### config.mk
export PLATFORM = sky130hd
export DESIGN_NAME = accum_arbiter_ctrl
export DESIGN_NICKNAME = d
export VERILOG_FILES = /design/src/rtl/accum_arbiter_ctrl.sv
export SDC_FILE = /design/constraint.sdc
export NUM_CORES = 1
export LEC_CHECK = 0
export ABC_AREA = 1
export ABC_CLOCK_PERIOD_IN_PS = 5600
export BUFFER_PORTS_ARGS = -buffer_cell sky130_fd_sc_hd__buf_2
export CORE_ASPECT_RATIO = 1.75
export CORE_UTILIZATION = 35
export DETAILED_ROUTE_END_ITERATION = 12
export GPL_ROUTABILITY_DRIVEN = 0
export GPL_TIMING_DRIVEN = 1
export PLACE_DENSITY = 0.66
export REMOVE_ABC_BUFFERS = 1
export SLEW_MARGIN = 10
export SYNTH_ARGS = -nofsm -noshare
export SYNTH_HDL_FRONTEND = slang
export SYNTH_SLANG_ARGS = --single-unit
### constraint.sdc
create_clock -name clk -period 5.6 [get_ports clk]
set_input_delay 1.12 -clock clk [delete_from_list [all_inputs] [get_ports clk]]
set_output_delay 1.12 -clock clk [all_outputs]
set_load 0.05 [all_outputs]
### src/rtl/accum_arbiter_ctrl.sv
// accum_arbiter_ctrl: one N-bit accumulate datapath shared by two requesters.
// A round-robin arbiter grants a whole burst to one requester. The FSM clears
// the accumulator, adds LEN operands and then holds the result until it is acknowledged.
// Optional feature macro: ACCUM_SAT_EN (unsigned saturation instead of wrap).
//
// Operand handshake: during ACCUM, ready equals gnt, and ready of the
// non-granted requester is always 0. An operand transfers on a rising clk
// edge where valid[i] and ready[i] are both 1. ready does not depend on valid.
// Dropping req of the granted requester aborts the burst. An operand offered
// in that same cycle is not taken.
module accum_arbiter_ctrl #(
    parameter int N   = 8,
    parameter int LEN = 4
) (
    input  logic         clk,
    input  logic         aclr,
    input  logic [1:0]   req,
    input  logic [1:0]   valid,
    input  logic [N-1:0] data0,
    input  logic [N-1:0] data1,
    output logic [1:0]   ready,
    output logic [1:0]   gnt,
    output logic         busy,
    output logic [N-1:0] result,
    output logic         carry,
    output logic         overflow,
    output logic         done,
    output logic         done_id,
    input  logic         ack,
    output logic [1:0]   dbg_state
);

    localparam int CW = $clog2(LEN + 1);

    localparam logic [1:0] IDLE  = 2'd0;
    localparam logic [1:0] ACCUM = 2'd1;
    localparam logic [1:0] DONE  = 2'd2;

    logic [1:0]    state;
    logic [CW-1:0] cnt;
    logic          rr_ptr;

    logic          g;
    logic          win;
    logic [N-1:0]  data_g;
    logic [N:0]    sum;
    logic          ovf_step;
    logic [N-1:0]  add_val;
    logic          accept;
    logic          abort;
    logic          last;

    // Index of the requester that currently holds the grant.
    assign g      = gnt[1];
    assign data_g = g ? data1 : data0;

    // Arbitration: a sole requester wins outright, and a tie goes to rr_ptr.
    always_comb begin
        win = rr_ptr;
        if (req == 2'b01)
            win = 1'b0;
        else if (req == 2'b10)
            win = 1'b1;
    end

    // Adder with carry-out. Signed overflow occurs when the operand signs agree but the sum sign differs.
    always_comb begin
        sum      = {1'b0, result} + {1'b0, data_g};
        ovf_step = (result[N-1] == data_g[N-1]) && (sum[N-1] != result[N-1]);
`ifdef ACCUM_SAT_EN
        add_val  = sum[N] ? {N{1'b1}} : sum[N-1:0];
`else
        add_val  = sum[N-1:0];
`endif
    end

    // Handshake decode for the ACCUM state.
    always_comb begin
        ready  = (state == ACCUM) ? gnt : 2'b00;
        abort  = (state == ACCUM) && !req[g];
        accept = (state == ACCUM) && req[g] && valid[g];
        last   = (cnt == CW'(LEN - 1));
    end

    assign busy      = (state != IDLE);
    assign dbg_state = state;

    // Burst FSM with the accumulator, sticky flags and the round-robin pointer.
    always_ff @(posedge clk or posedge aclr) begin
        if (aclr) begin
            state    <= IDLE;
            gnt      <= 2'b00;
            result   <= '0;
            carry    <= 1'b0;
            overflow <= 1'b0;
            done     <= 1'b0;
            done_id  <= 1'b0;
            cnt      <= '0;
            rr_ptr   <= 1'b0;
        end else begin
            case (state)
                IDLE: begin
                    if (req != 2'b00) begin
                        state    <= ACCUM;
                        gnt      <= win ? 2'b10 : 2'b01;
                        result   <= '0;
                        carry    <= 1'b0;
                        overflow <= 1'b0;
                        cnt      <= '0;
                    end
                end
                ACCUM: begin
                    if (abort) begin
                        state  <= IDLE;
                        gnt    <= 2'b00;
                        rr_ptr <= ~g;
                    end else if (accept) begin
                        result   <= add_val;
                        carry    <= carry | sum[N];
                        overflow <= overflow | ovf_step;
                        cnt      <= cnt + CW'(1);
                        if (last) begin
                            state   <= DONE;
                            gnt     <= 2'b00;
                            done    <= 1'b1;
                            done_id <= g;
                            rr_ptr  <= ~g;
                        end
                    end
                end
                DONE: begin
                    if (ack) begin
                        state <= IDLE;
                        done  <= 1'b0;
                    end
                end
                default: begin
                    state <= IDLE;
                    gnt   <= 2'b00;
                    done  <= 1'b0;
                end
            endcase
        end
    end

endmodule

==> results of run 1 <==
report_power, final:
group	switching (W)	internal [W]
registers	0.0000426	0.000187
logic	0.000380	0.000155
clock network	0.0000506	0.0000954
total	0.000473	0.000437
logic make-up after synthesis:
group	count (synthesis)	share of synthesized area [%]
muxes	1	0.722
xor gates and xnor gates	3	1.90
AOI/OAI and AO/OA	26	11.5
buffers and inverters	32	8.93
and+or+nand+nor	99	30.4
adders and majority gates	11	10.5
DFF	20	36.1
worst min-delay path by stage:
| stage | slack (ns) | to | from | cells after the start |
|---|---|---|---|---|
| 6_report | 0.49 | cnt[0]$_DFFE_PP0P_ | cnt[0]$_DFFE_PP0P_ | 1 |
| 3_3_place_gp | 0.47 | done_id$_DFFE_PP0P_ | done_id$_DFFE_PP0P_ | 2 |
| 2_1_floorplan | 0.46 | cnt[0]$_DFFE_PP0P_ | cnt[0]$_DFFE_PP0P_ | 1 |
| 4_1_cts | 0.50 | cnt[0]$_DFFE_PP0P_ | cnt[0]$_DFFE_PP0P_ | 1 |
| 5_1_grt | 0.53 | done_id$_DFFE_PP0P_ | done_id$_DFFE_PP0P_ | 2 |
| 3_5_place_dp | 0.48 | done_id$_DFFE_PP0P_ | done_id$_DFFE_PP0P_ | 2 |
sequential cells by signal (all words and copies together), names as in the netlist:
| name | flops |
|---|---|
| rr_ptr | 1 |
| done_id | 1 |
| done | 1 |
| gnt | 2 |
| overflow | 1 |
| carry | 1 |
| dbg_state | 2 |
| result | 8 |
| cnt | 3 |
cell type report:
type / instances / area (µm²) / area share, %
flip-flops and latches: 20 / 500 / 29.3
clock inverters: 1 / 30.0 / 1.76
clock buffers: 3 / 41.3 / 2.42
repair buffers: 41 / 205 / 12.0
well taps: 46 / 57.6 / 3.37
multi-input cells: 140 / 762 / 44.6
inverters: 30 / 113 / 6.59
layout by cell type (no fill, tap or decap):
cell and count:
sky130_fd_sc_hd__nand2_1 72, sky130_fd_sc_hd__buf_2 41, sky130_fd_sc_hd__inv_1 26, sky130_fd_sc_hd__dfrtp_1 20
sky130_fd_sc_hd__nor2_1 10, sky130_fd_sc_hd__ha_1 10, sky130_fd_sc_hd__nand3_1 9, sky130_fd_sc_hd__a21oi_1 7
sky130_fd_sc_hd__o21ai_0 7, sky130_fd_sc_hd__inv_2 4, sky130_fd_sc_hd__nand4_1 3, sky130_fd_sc_hd__o21ai_1 3
sky130_fd_sc_hd__a22o_2 3, sky130_fd_sc_hd__clkbuf_8 3, sky130_fd_sc_hd__xnor2_1 2, sky130_fd_sc_hd__o22ai_1 2
sky130_fd_sc_hd__nor2_4 1, sky130_fd_sc_hd__o21ai_2 1, sky130_fd_sc_hd__a22oi_1 1, sky130_fd_sc_hd__nor3_4 1
sky130_fd_sc_hd__nand2_2 1, sky130_fd_sc_hd__o31ai_1 1, sky130_fd_sc_hd__nand3_2 1, sky130_fd_sc_hd__xor2_1 1
sky130_fd_sc_hd__o21a_1 1, sky130_fd_sc_hd__mux2i_1 1, sky130_fd_sc_hd__or2_2 1, sky130_fd_sc_hd__fa_1 1
sky130_fd_sc_hd__bufinv_16 1
metrics by stage:
stage | total power, W | cell area, µm² | instances | hold slack (ns) | utilization [%]
2_1_floorplan | 0.000641 | 1380 | 190 | 0.457 | -
3_3_place_gp | 0.000762 | 1640 | 277 | 0.473 | 44.3
3_5_place_dp | 0.000770 | 1640 | 277 | 0.483 | 44.3
4_1_cts | 0.000917 | 1710 | 281 | 0.496 | 46.2
5_1_grt | 0.000988 | 1710 | 281 | 0.527 | 46.2
6_report | 0.000911 | 1710 | 281 | 0.487 | 46.2
metal layers:
layer  vias up  part of all wire (%)  global-route usage, %
met3         6                   4.0                   1.25
met4         0                   2.1                   6.23
met5         -                     0                      0
met1       619                    41                   20.0
li1        694                     -                      -
met2        35                    53                   34.0
==> flow_summary.html, run 1 <==
<table>
<tr><th>Metric</th><th>Value</th></tr>
<tr><th colspan="2">Global routing</th></tr>
<tr><td>Overall global routing resource usage</td><td>17.8%</td></tr>
<tr><td>Largest net degree at the start of global routing</td><td>21</td></tr>
<tr><td>Wire length of the first global-routing pass</td><td>slightly below 6 mm</td></tr>
<tr><td>Via count of the first global-routing pass</td><td>about 1400</td></tr>
<tr><td>Initial antenna violation count</td><td>0</td></tr>
<tr><td>GR Overflow Total</td><td>0</td></tr>
<tr><th colspan="2">Synthesis</th></tr>
<tr><td>EDFF count, synth</td><td>0</td></tr>
<tr><td>Synth Flop Type</td><td>sky130_fd_sc_hd__dfrtp_1</td></tr>
<tr><td>Sequential element share of the synthesized area</td><td>36.1%</td></tr>
<tr><td>Number of standard cells after synthesis</td><td>~190</td></tr>
<tr><td>Library cell occupying the most area in the post-synthesis netlist</td><td>sky130_fd_sc_hd__dfrtp_1</td></tr>
<tr><td>Unique cell type count in the Yosys netlist</td><td>28</td></tr>
<tr><td>Synth Area per Inst</td><td>7.22 µm²</td></tr>
<tr><td>Fraction of post-synthesis cell area in the top cell type by area</td><td>around 36%</td></tr>
<tr><td>Syn. warnings</td><td>0</td></tr>
<tr><td>Number of register bits inferred by synthesis</td><td>20</td></tr>
<tr><td>Netlist Area Pre-Place</td><td>1390 µm²</td></tr>
<tr><td>Top cells by instance count after synthesis</td><td>72 x sky130_fd_sc_hd__nand2_1, 26 x sky130_fd_sc_hd__inv_1, 20 x sky130_fd_sc_hd__dfrtp_1</td></tr>
<tr><td>Most frequent cell after synthesis</td><td>sky130_fd_sc_hd__nand2_1</td></tr>
<tr><td>Proportion of synthesized flip-flops having asynchronous set or reset</td><td>100%</td></tr>
<tr><td>Dominant cells by area after synthesis</td><td>sky130_fd_sc_hd__dfrtp_1 36%, sky130_fd_sc_hd__nand2_1 19%, sky130_fd_sc_hd__ha_1 9.0%, sky130_fd_sc_hd__inv_1 7.0%, sky130_fd_sc_hd__nand3_1 3.2%</td></tr>
<tr><th colspan="2">Critical path</th></tr>
<tr><td>Buffers &amp; Inverters on Critical Path</td><td>2</td></tr>
<tr><td>Worst-path fanout max</td><td>13</td></tr>
<tr><td>Logic depth of the worst register-to-register path</td><td>10</td></tr>
<tr><td>Worst EP required</td><td>4.48 ns</td></tr>
<tr><td>Critical path startpoint category</td><td>flop</td></tr>
<tr><td>End of the critical path</td><td>ready[1]</td></tr>
<tr><td>Worst endpoint data arrival time</td><td>approximately 1.7 ns</td></tr>
<tr><td>Slowest stage delay, CP</td><td>0.62 ns</td></tr>
<tr><td>Largest delay contributor family on the critical path</td><td>flip-flops</td></tr>
<tr><td>Setup slack on the worst flop-to-flop path</td><td>3.19 ns</td></tr>
<tr><td>Endpoint class of the critical path</td><td>output port</td></tr>
<tr><td>Startpoint of the worst register-to-register path</td><td>gnt[1]$_DFFE_PP0P_</td></tr>
<tr><td>Crit Path Category</td><td>flop to output port</td></tr>
<tr><td>Source of the critical timing path</td><td>gnt[1]$_DFFE_PP0P_</td></tr>
<tr><td>Logic depth of the worst path, buffers included</td><td>3</td></tr>
<tr><td>Cells traversed along the worst timing path</td><td>inv_1, nor2_1, buf_2</td></tr>
<tr><td>Terminus of the critical flop-to-flop path</td><td>result[6]$_DFFE_PP0P_</td></tr>
<tr><td>Cell at the slowest stage of the critical path</td><td>sky130_fd_sc_hd__dfrtp_1</td></tr>
<tr><th colspan="2">Finish</th></tr>
<tr><td>Fraction of layout cells with a size suffix above 1</td><td>24.7%</td></tr>
<tr><td>Number of nets at the end of the flow</td><td>270</td></tr>
<tr><td>Relative area change from synthesis to final layout</td><td>23.3%</td></tr>
<tr><td># diodes</td><td>0</td></tr>
<tr><td>Fillers</td><td>about 410</td></tr>
<tr><th colspan="2">Timing</th></tr>
<tr><td>Fmax</td><td>356 MHz</td></tr>
<tr><td>Clk_skew</td><td>approximately 0.0055 ns</td></tr>
<tr><td>Unrepaired setup endpoints after global routing</td><td>false</td></tr>
<tr><td>Final total negative setup slack</td><td>0 ns</td></tr>
<tr><td>Final slew viol count</td><td>0</td></tr>
<tr><td>Max_slew headroom</td><td>45.9%</td></tr>
<tr><td>Total of endpoints with negative setup slack in the final report</td><td>0</td></tr>
<tr><td>Post-route worst setup slack</td><td>between 2 and 3 ns</td></tr>
<tr><td>Post-layout min period</td><td>roughly 2.8 ns</td></tr>
<tr><td>Tcrit/Tclk final</td><td>roughly 50%</td></tr>
<tr><td>Fin. Hold Viols</td><td>0</td></tr>
<tr><td>Worst Tran Pin Value</td><td>0.810 ns</td></tr>
<tr><th colspan="2">Route</th></tr>
<tr><td>Routed WL</td><td>around 3.4 mm</td></tr>
<tr><td>Starting DRC count in detailed routing</td><td>18</td></tr>
<tr><td>Detail Route Antenna Nets</td><td>0</td></tr>
<tr><td>Number of design rule violations left after detail routing</td><td>0</td></tr>
<tr><td>DR vias/cell</td><td>roughly 4.8</td></tr>
<tr><td>Vias post-DR</td><td>1354</td></tr>
<tr><td>First-pass iteration count of the detailed router</td><td>4</td></tr>
<tr><td>Drt wl/cell</td><td>11.9 µm</td></tr>
<tr><th colspan="2">Clock network</th></tr>
<tr><td>Clk pin slew, worst setup/hold paths</td><td>approximately 0.080 ns</td></tr>
<tr><td>Resized cells post-CTS</td><td>0</td></tr>
<tr><td>H-tree lvl count</td><td>1</td></tr>
<tr><td>Buffer count from post-CTS setup fixing</td><td>0</td></tr>
<tr><td>Clock tree from TritonCTS</td><td>yes</td></tr>
<tr><td>Clock latency reported for the late side of the worst-skew pair</td><td>between 0.2 and 0.3 ns</td></tr>
<tr><td>CTS Buffer Depth</td><td>2</td></tr>
<tr><td>Post-cts hold buffer count</td><td>0</td></tr>
<tr><td>TritonCTS buffer count</td><td>3</td></tr>
<tr><td>Clock sink count</td><td>20</td></tr>
<tr><td>Root buffer cell</td><td>sky130_fd_sc_hd__clkbuf_8</td></tr>
<tr><th colspan="2">Floorplan</th></tr>
<tr><td>Placeable Area</td><td>roughly 3700 µm²</td></tr>
<tr><td>Overall die height</td><td>roughly 85 µm</td></tr>
<tr><td>Io pins</td><td>42</td></tr>
<tr><td>Starting density of the core</td><td>between 30% and 40%</td></tr>
<tr><td>Die area</td><td>4230 µm²</td></tr>
<tr><td>Die width</td><td>49.6 µm</td></tr>
<tr><td>Row count</td><td>29</td></tr>
<tr><th colspan="2">Place</th></tr>
<tr><td>Port Buf Inserts</td><td>41</td></tr>
<tr><td>Post-Place Setup Slack</td><td>3.01 ns</td></tr>
<tr><td>DP Wirelength</td><td>between 2 and 3 mm</td></tr>
<tr><th colspan="2">Flow run</th></tr>
<tr><td>Count of max-cap constraint violations</td><td>0</td></tr>
<tr><th colspan="2">Pwr</th></tr>
<tr><td>Leak Pwr</td><td>1.00 nW</td></tr>
<tr><td>Total power density per cell area</td><td>533 nW/µm²</td></tr>
<tr><td>Highest ir drop seen on vdd</td><td>approximately 200 µV</td></tr>
<tr><th colspan="2">Run status</th></tr>
<tr><td>Run status</td><td>complete, no violations</td></tr>
<tr><th colspan="2">Min path</th></tr>
<tr><td>Hold/Removal Path Class</td><td>flop to flop</td></tr>
</table>
No activity file was read; power rests on OpenSTA's default activity.
==> run 2, diff against run 1 <==
Settings changed: ABC_AREA 1 to 0, ABC_CLOCK_PERIOD_IN_PS 5600 to 2900.
Clock period 5.6 ns to 2.9 ns, I/O delays scaled along.
==> run 2 against run 1 <==
Compared with the run above: utilization is 1.6 points lower; cell count is 20% lower; clock skew is 0.00076 ns lower; sequential power is 110% higher; critical path depth is 4 higher; synthesized cell count is 30% lower; worst setup slack worse by 2.4 ns; clock power is 96% higher; largest power group unchanged; routed wire length is 3.7% lower; critical path type is now flop to flop; count of clock-buffer cells in the layout stayed put; total power is 130% higher.
==> flow_summary.html, run 2 <==
<table>
<tr><th>Metric</th><th>Value</th></tr>
<tr><th colspan="2">Route</th></tr>
<tr><td>Starting DRC count in detailed routing</td><td>29</td></tr>
<tr><td>Drt wl/cell</td><td>~14 µm</td></tr>
<tr><td>Detail Route Antenna Nets</td><td>0</td></tr>
<tr><td>DR vias/cell</td><td>5.46</td></tr>
<tr><td>Vias post-DR</td><td>1224</td></tr>
<tr><td>Routed WL</td><td>about 3.2 mm</td></tr>
<tr><td>First-pass iteration count of the detailed router</td><td>4</td></tr>
<tr><td>Number of design rule violations left after detail routing</td><td>0</td></tr>
<tr><th colspan="2">Finish</th></tr>
<tr><td># diodes</td><td>0</td></tr>
<tr><td>Leading cell type in the layout, fill and taps excluded</td><td>sky130_fd_sc_hd__buf_2</td></tr>
<tr><td>Number of nets at the end of the flow</td><td>between 200 and 250</td></tr>
<tr><td>Flip-flop count of the largest register after layout</td><td>8</td></tr>
<tr><td>Leading cell types in the layout, fill and taps excluded</td><td>41 x sky130_fd_sc_hd__buf_2, 20 x sky130_fd_sc_hd__dfrtp_1, 10 x sky130_fd_sc_hd__ha_1</td></tr>
<tr><td>Register name with the most flops</td><td>result</td></tr>
<tr><td>Fillers</td><td>between 400 and 500</td></tr>
<tr><td>Post-layout instance count excluding filler cells</td><td>224</td></tr>
<tr><td>Area of the multi-input gates</td><td>851 µm²</td></tr>
<tr><td>Fraction of layout cells with a size suffix above 1</td><td>38.6%</td></tr>
<tr><td>Footprint of the flip-flops and latches</td><td>500 µm²</td></tr>
<tr><td>Relative area change from synthesis to final layout</td><td>21.6%</td></tr>
<tr><td>Regs by FF count</td><td>result: 8 flops, cnt: 3 flops</td></tr>
<tr><th colspan="2">Floorplan</th></tr>
<tr><td>Starting density of the core</td><td>36.6%</td></tr>
<tr><td>Overall die height</td><td>86.2 µm</td></tr>
<tr><td>Placeable Area</td><td>3870 µm²</td></tr>
<tr><td>Die area</td><td>4310 µm²</td></tr>
<tr><td>Io pins</td><td>42</td></tr>
<tr><td>Row count</td><td>30</td></tr>
<tr><td>Die width</td><td>50.1 µm</td></tr>
<tr><th colspan="2">Timing</th></tr>
<tr><td>Post-layout min period</td><td>2.47 ns</td></tr>
<tr><td>Unrepaired setup endpoints after global routing</td><td>false</td></tr>
<tr><td>Fin. Hold Viols</td><td>0</td></tr>
<tr><td>Max_slew headroom</td><td>47.3%</td></tr>
<tr><td>Total of endpoints with negative setup slack in the final report</td><td>0</td></tr>
<tr><td>Tcrit/Tclk final</td><td>between 80% and 90%</td></tr>
<tr><td>Final slew viol count</td><td>0</td></tr>
<tr><td>Final total negative setup slack</td><td>0 ns</td></tr>
<tr><td>Worst Tran Pin Value</td><td>a little under 0.8 ns</td></tr>
<tr><td>Fmax</td><td>405 MHz</td></tr>
<tr><td>Clk_skew</td><td>0.00470 ns</td></tr>
<tr><th colspan="2">Place</th></tr>
<tr><td>DP Wirelength</td><td>about 2.4 mm</td></tr>
<tr><td>Port Buf Inserts</td><td>41</td></tr>
<tr><td>Placed Cells</td><td>between 200 and 250</td></tr>
<tr><th colspan="2">Synthesis</th></tr>
<tr><td>Synth Flop Type</td><td>sky130_fd_sc_hd__dfrtp_1</td></tr>
<tr><td>Unique cell type count in the Yosys netlist</td><td>42</td></tr>
<tr><td>Netlist Area Pre-Place</td><td>roughly 1400 µm²</td></tr>
<tr><td>Proportion of synthesized flip-flops having asynchronous set or reset</td><td>100%</td></tr>
<tr><td>Synth Area per Inst</td><td>10.6 µm²</td></tr>
<tr><td>Fraction of post-synthesis cell area in the top cell type by area</td><td>35.3%</td></tr>
<tr><td>Number of register bits inferred by synthesis</td><td>20</td></tr>
<tr><td>Dominant cells by area after synthesis</td><td>sky130_fd_sc_hd__dfrtp_1 35%, sky130_fd_sc_hd__ha_1 8.8%, sky130_fd_sc_hd__mux2_2 7.2%, sky130_fd_sc_hd__a22o_1 4.9%, sky130_fd_sc_hd__a21o_1 3.7%</td></tr>
<tr><td>Top cells by instance count after synthesis</td><td>20 x sky130_fd_sc_hd__dfrtp_1, 10 x sky130_fd_sc_hd__ha_1, 9 x sky130_fd_sc_hd__mux2_2</td></tr>
<tr><td>Most frequent cell after synthesis</td><td>sky130_fd_sc_hd__dfrtp_1</td></tr>
<tr><td>Library cell occupying the most area in the post-synthesis netlist</td><td>sky130_fd_sc_hd__dfrtp_1</td></tr>
<tr><td>Syn. warnings</td><td>0</td></tr>
<tr><td>EDFF count, synth</td><td>0</td></tr>
<tr><td>Sequential element share of the synthesized area</td><td>roughly 35%</td></tr>
<tr><td>Number of standard cells after synthesis</td><td>134</td></tr>
<tr><th colspan="2">Critical path</th></tr>
<tr><td>Cells traversed along the worst timing path</td><td>mux2_2, ha_1, fa_1, a211oi_1, o21ai_1, a21o_1, a32o_1</td></tr>
<tr><td>Startpoint of the worst register-to-register path</td><td>gnt[1]$_DFFE_PP0P_</td></tr>
<tr><td>Cell at the slowest stage of the critical path</td><td>sky130_fd_sc_hd__dfrtp_1</td></tr>
<tr><td>Crit Path Category</td><td>flop to flop</td></tr>
<tr><td>Slowest stage delay, CP</td><td>0.50 ns</td></tr>
<tr><td>Source of the critical timing path</td><td>gnt[1]$_DFFE_PP0P_</td></tr>
<tr><td>Endpoint class of the critical path</td><td>flop</td></tr>
<tr><td>Worst-path fanout max</td><td>8</td></tr>
<tr><td>Worst EP required</td><td>3.05 ns</td></tr>
<tr><td>Critical path startpoint category</td><td>flop</td></tr>
<tr><td>Worst endpoint data arrival time</td><td>2.63 ns</td></tr>
<tr><th colspan="2">Run status</th></tr>
<tr><td>Run status</td><td>complete, no violations</td></tr>
<tr><th colspan="2">Clock network</th></tr>
<tr><td>Buffer count from post-CTS setup fixing</td><td>0</td></tr>
<tr><td>Clk pin slew, worst setup/hold paths</td><td>0.08 ns</td></tr>
<tr><td>Root buffer cell</td><td>sky130_fd_sc_hd__clkbuf_8</td></tr>
<tr><td>H-tree lvl count</td><td>1</td></tr>
<tr><td>TritonCTS buffer count</td><td>3</td></tr>
<tr><td>Post-cts hold buffer count</td><td>0</td></tr>
<tr><td>Clock tree from TritonCTS</td><td>yes</td></tr>
<tr><td>Resized cells post-CTS</td><td>0</td></tr>
<tr><td>CTS Buffer Depth</td><td>2</td></tr>
<tr><td>Clock latency reported for the late side of the worst-skew pair</td><td>between 0.2 and 0.3 ns</td></tr>
<tr><td>Clock sink count</td><td>20</td></tr>
<tr><th colspan="2">Pwr</th></tr>
<tr><td>Total power density per cell area</td><td>1200 nW/µm²</td></tr>
<tr><td>Leak Pwr</td><td>around 0.89 nW</td></tr>
<tr><td>Highest ir drop seen on vdd</td><td>457 µV</td></tr>
<tr><th colspan="2">Global routing</th></tr>
<tr><td>Wire length of the first global-routing pass</td><td>~5.5 mm</td></tr>
<tr><td>Overall global routing resource usage</td><td>16.6%</td></tr>
<tr><td>GR Overflow Total</td><td>0</td></tr>
<tr><td>Initial antenna violation count</td><td>0</td></tr>
<tr><td>Via count of the first global-routing pass</td><td>1254</td></tr>
<tr><td>Largest net degree at the start of global routing</td><td>21</td></tr>
<tr><th colspan="2">Flow run</th></tr>
<tr><td>Count of max-cap constraint violations</td><td>0</td></tr>
<tr><th colspan="2">Min path</th></tr>
<tr><td>Hold/Removal Path Class</td><td>input port to asynchronous set/reset pin</td></tr>
</table>
==> run 2: power breakdown <==
part           internal (W)  switching, W  leakage (nW)  total, W
combinational      0.000456      0.000826         0.597   0.00128
sequential         0.000386      0.000105         0.262  0.000492
clock              0.000184      0.000101        0.0357  0.000286
==> run 2: cell type report <==
class	count	area share [%]
Multi-Input combinational cell	103	49.4
Timing Repair Buffer	42	12.4
Clock buffer	3	2.40
Clock inverter	1	1.74
Sequential cell	20	29.1
Tap cell	48	3.49
Inverter	7	1.53
==> run 2: cell families after synthesis <==
family          share of synthesized area [%]
fa+ha+maj                                10.2
compound gates                           26.7
mux                                      9.98
flops                                    35.3
xor+xnor                                 2.47
simple gates                             10.7
buf+inv                                  4.59
==> run 2: critical path: cells and delay by family (launching register included) <==
family,cells,cell delay [ns]
compound gates,4,0.83
fa+ha+maj,2,0.67
flops,1,0.50
mux,1,0.37
==> run 2: final timing paths <==
| check | slack, ns | cells after the start | end |
|---|---|---|---|
| max | 0.43 | 7 | result[6]$_DFFE_PP0P_ |
| min | 0.45 | 2 | result[0]$_DFFE_PP0P_ |
| max reg2reg | 0.43 | 7 | result[6]$_DFFE_PP0P_ |
| min reg2reg | 0.48 | 1 | done$_DFFE_PP0P_ |
| max in group asynchronous | 1.96 | 2 | result[7]$_DFFE_PP0P_ |
| min in group clk | 0.48 | 1 | done$_DFFE_PP0P_ |
==> run 2: through the flow <==
step / instance area, µm² / worst slack (ns) / util, % / total power (W) / hold slack (ns)
3_3_place_gp: 1650 / 0.404 / 42.7 / 0.00177 / 0.455
5_1_grt: 1720 / 0.244 / 44.5 / 0.00220 / 0.513
4_1_cts: 1720 / 0.414 / 44.5 / 0.00208 / 0.484
3_5_place_dp: 1650 / 0.379 / 42.7 / 0.00178 / 0.465
2_1_floorplan: 1380 / 0.0950 / - / 0.00150 / 0.456
6_report: 1720 / 0.428 / 44.5 / 0.00206 / 0.450
==> run 2: per-layer routing <==
| layer | vias up | part of all wire, % | global-route usage (%) |
|---|---|---|---|
| met5 | - | 0 | 0 |
| met2 | 35 | 55 | 31.5 |
| met3 | 5 | 3.6 | 1.77 |
| met4 | 0 | 1.5 | 7.53 |
| met1 | 599 | 40 | 17.5 |
| li1 | 585 | - | - |
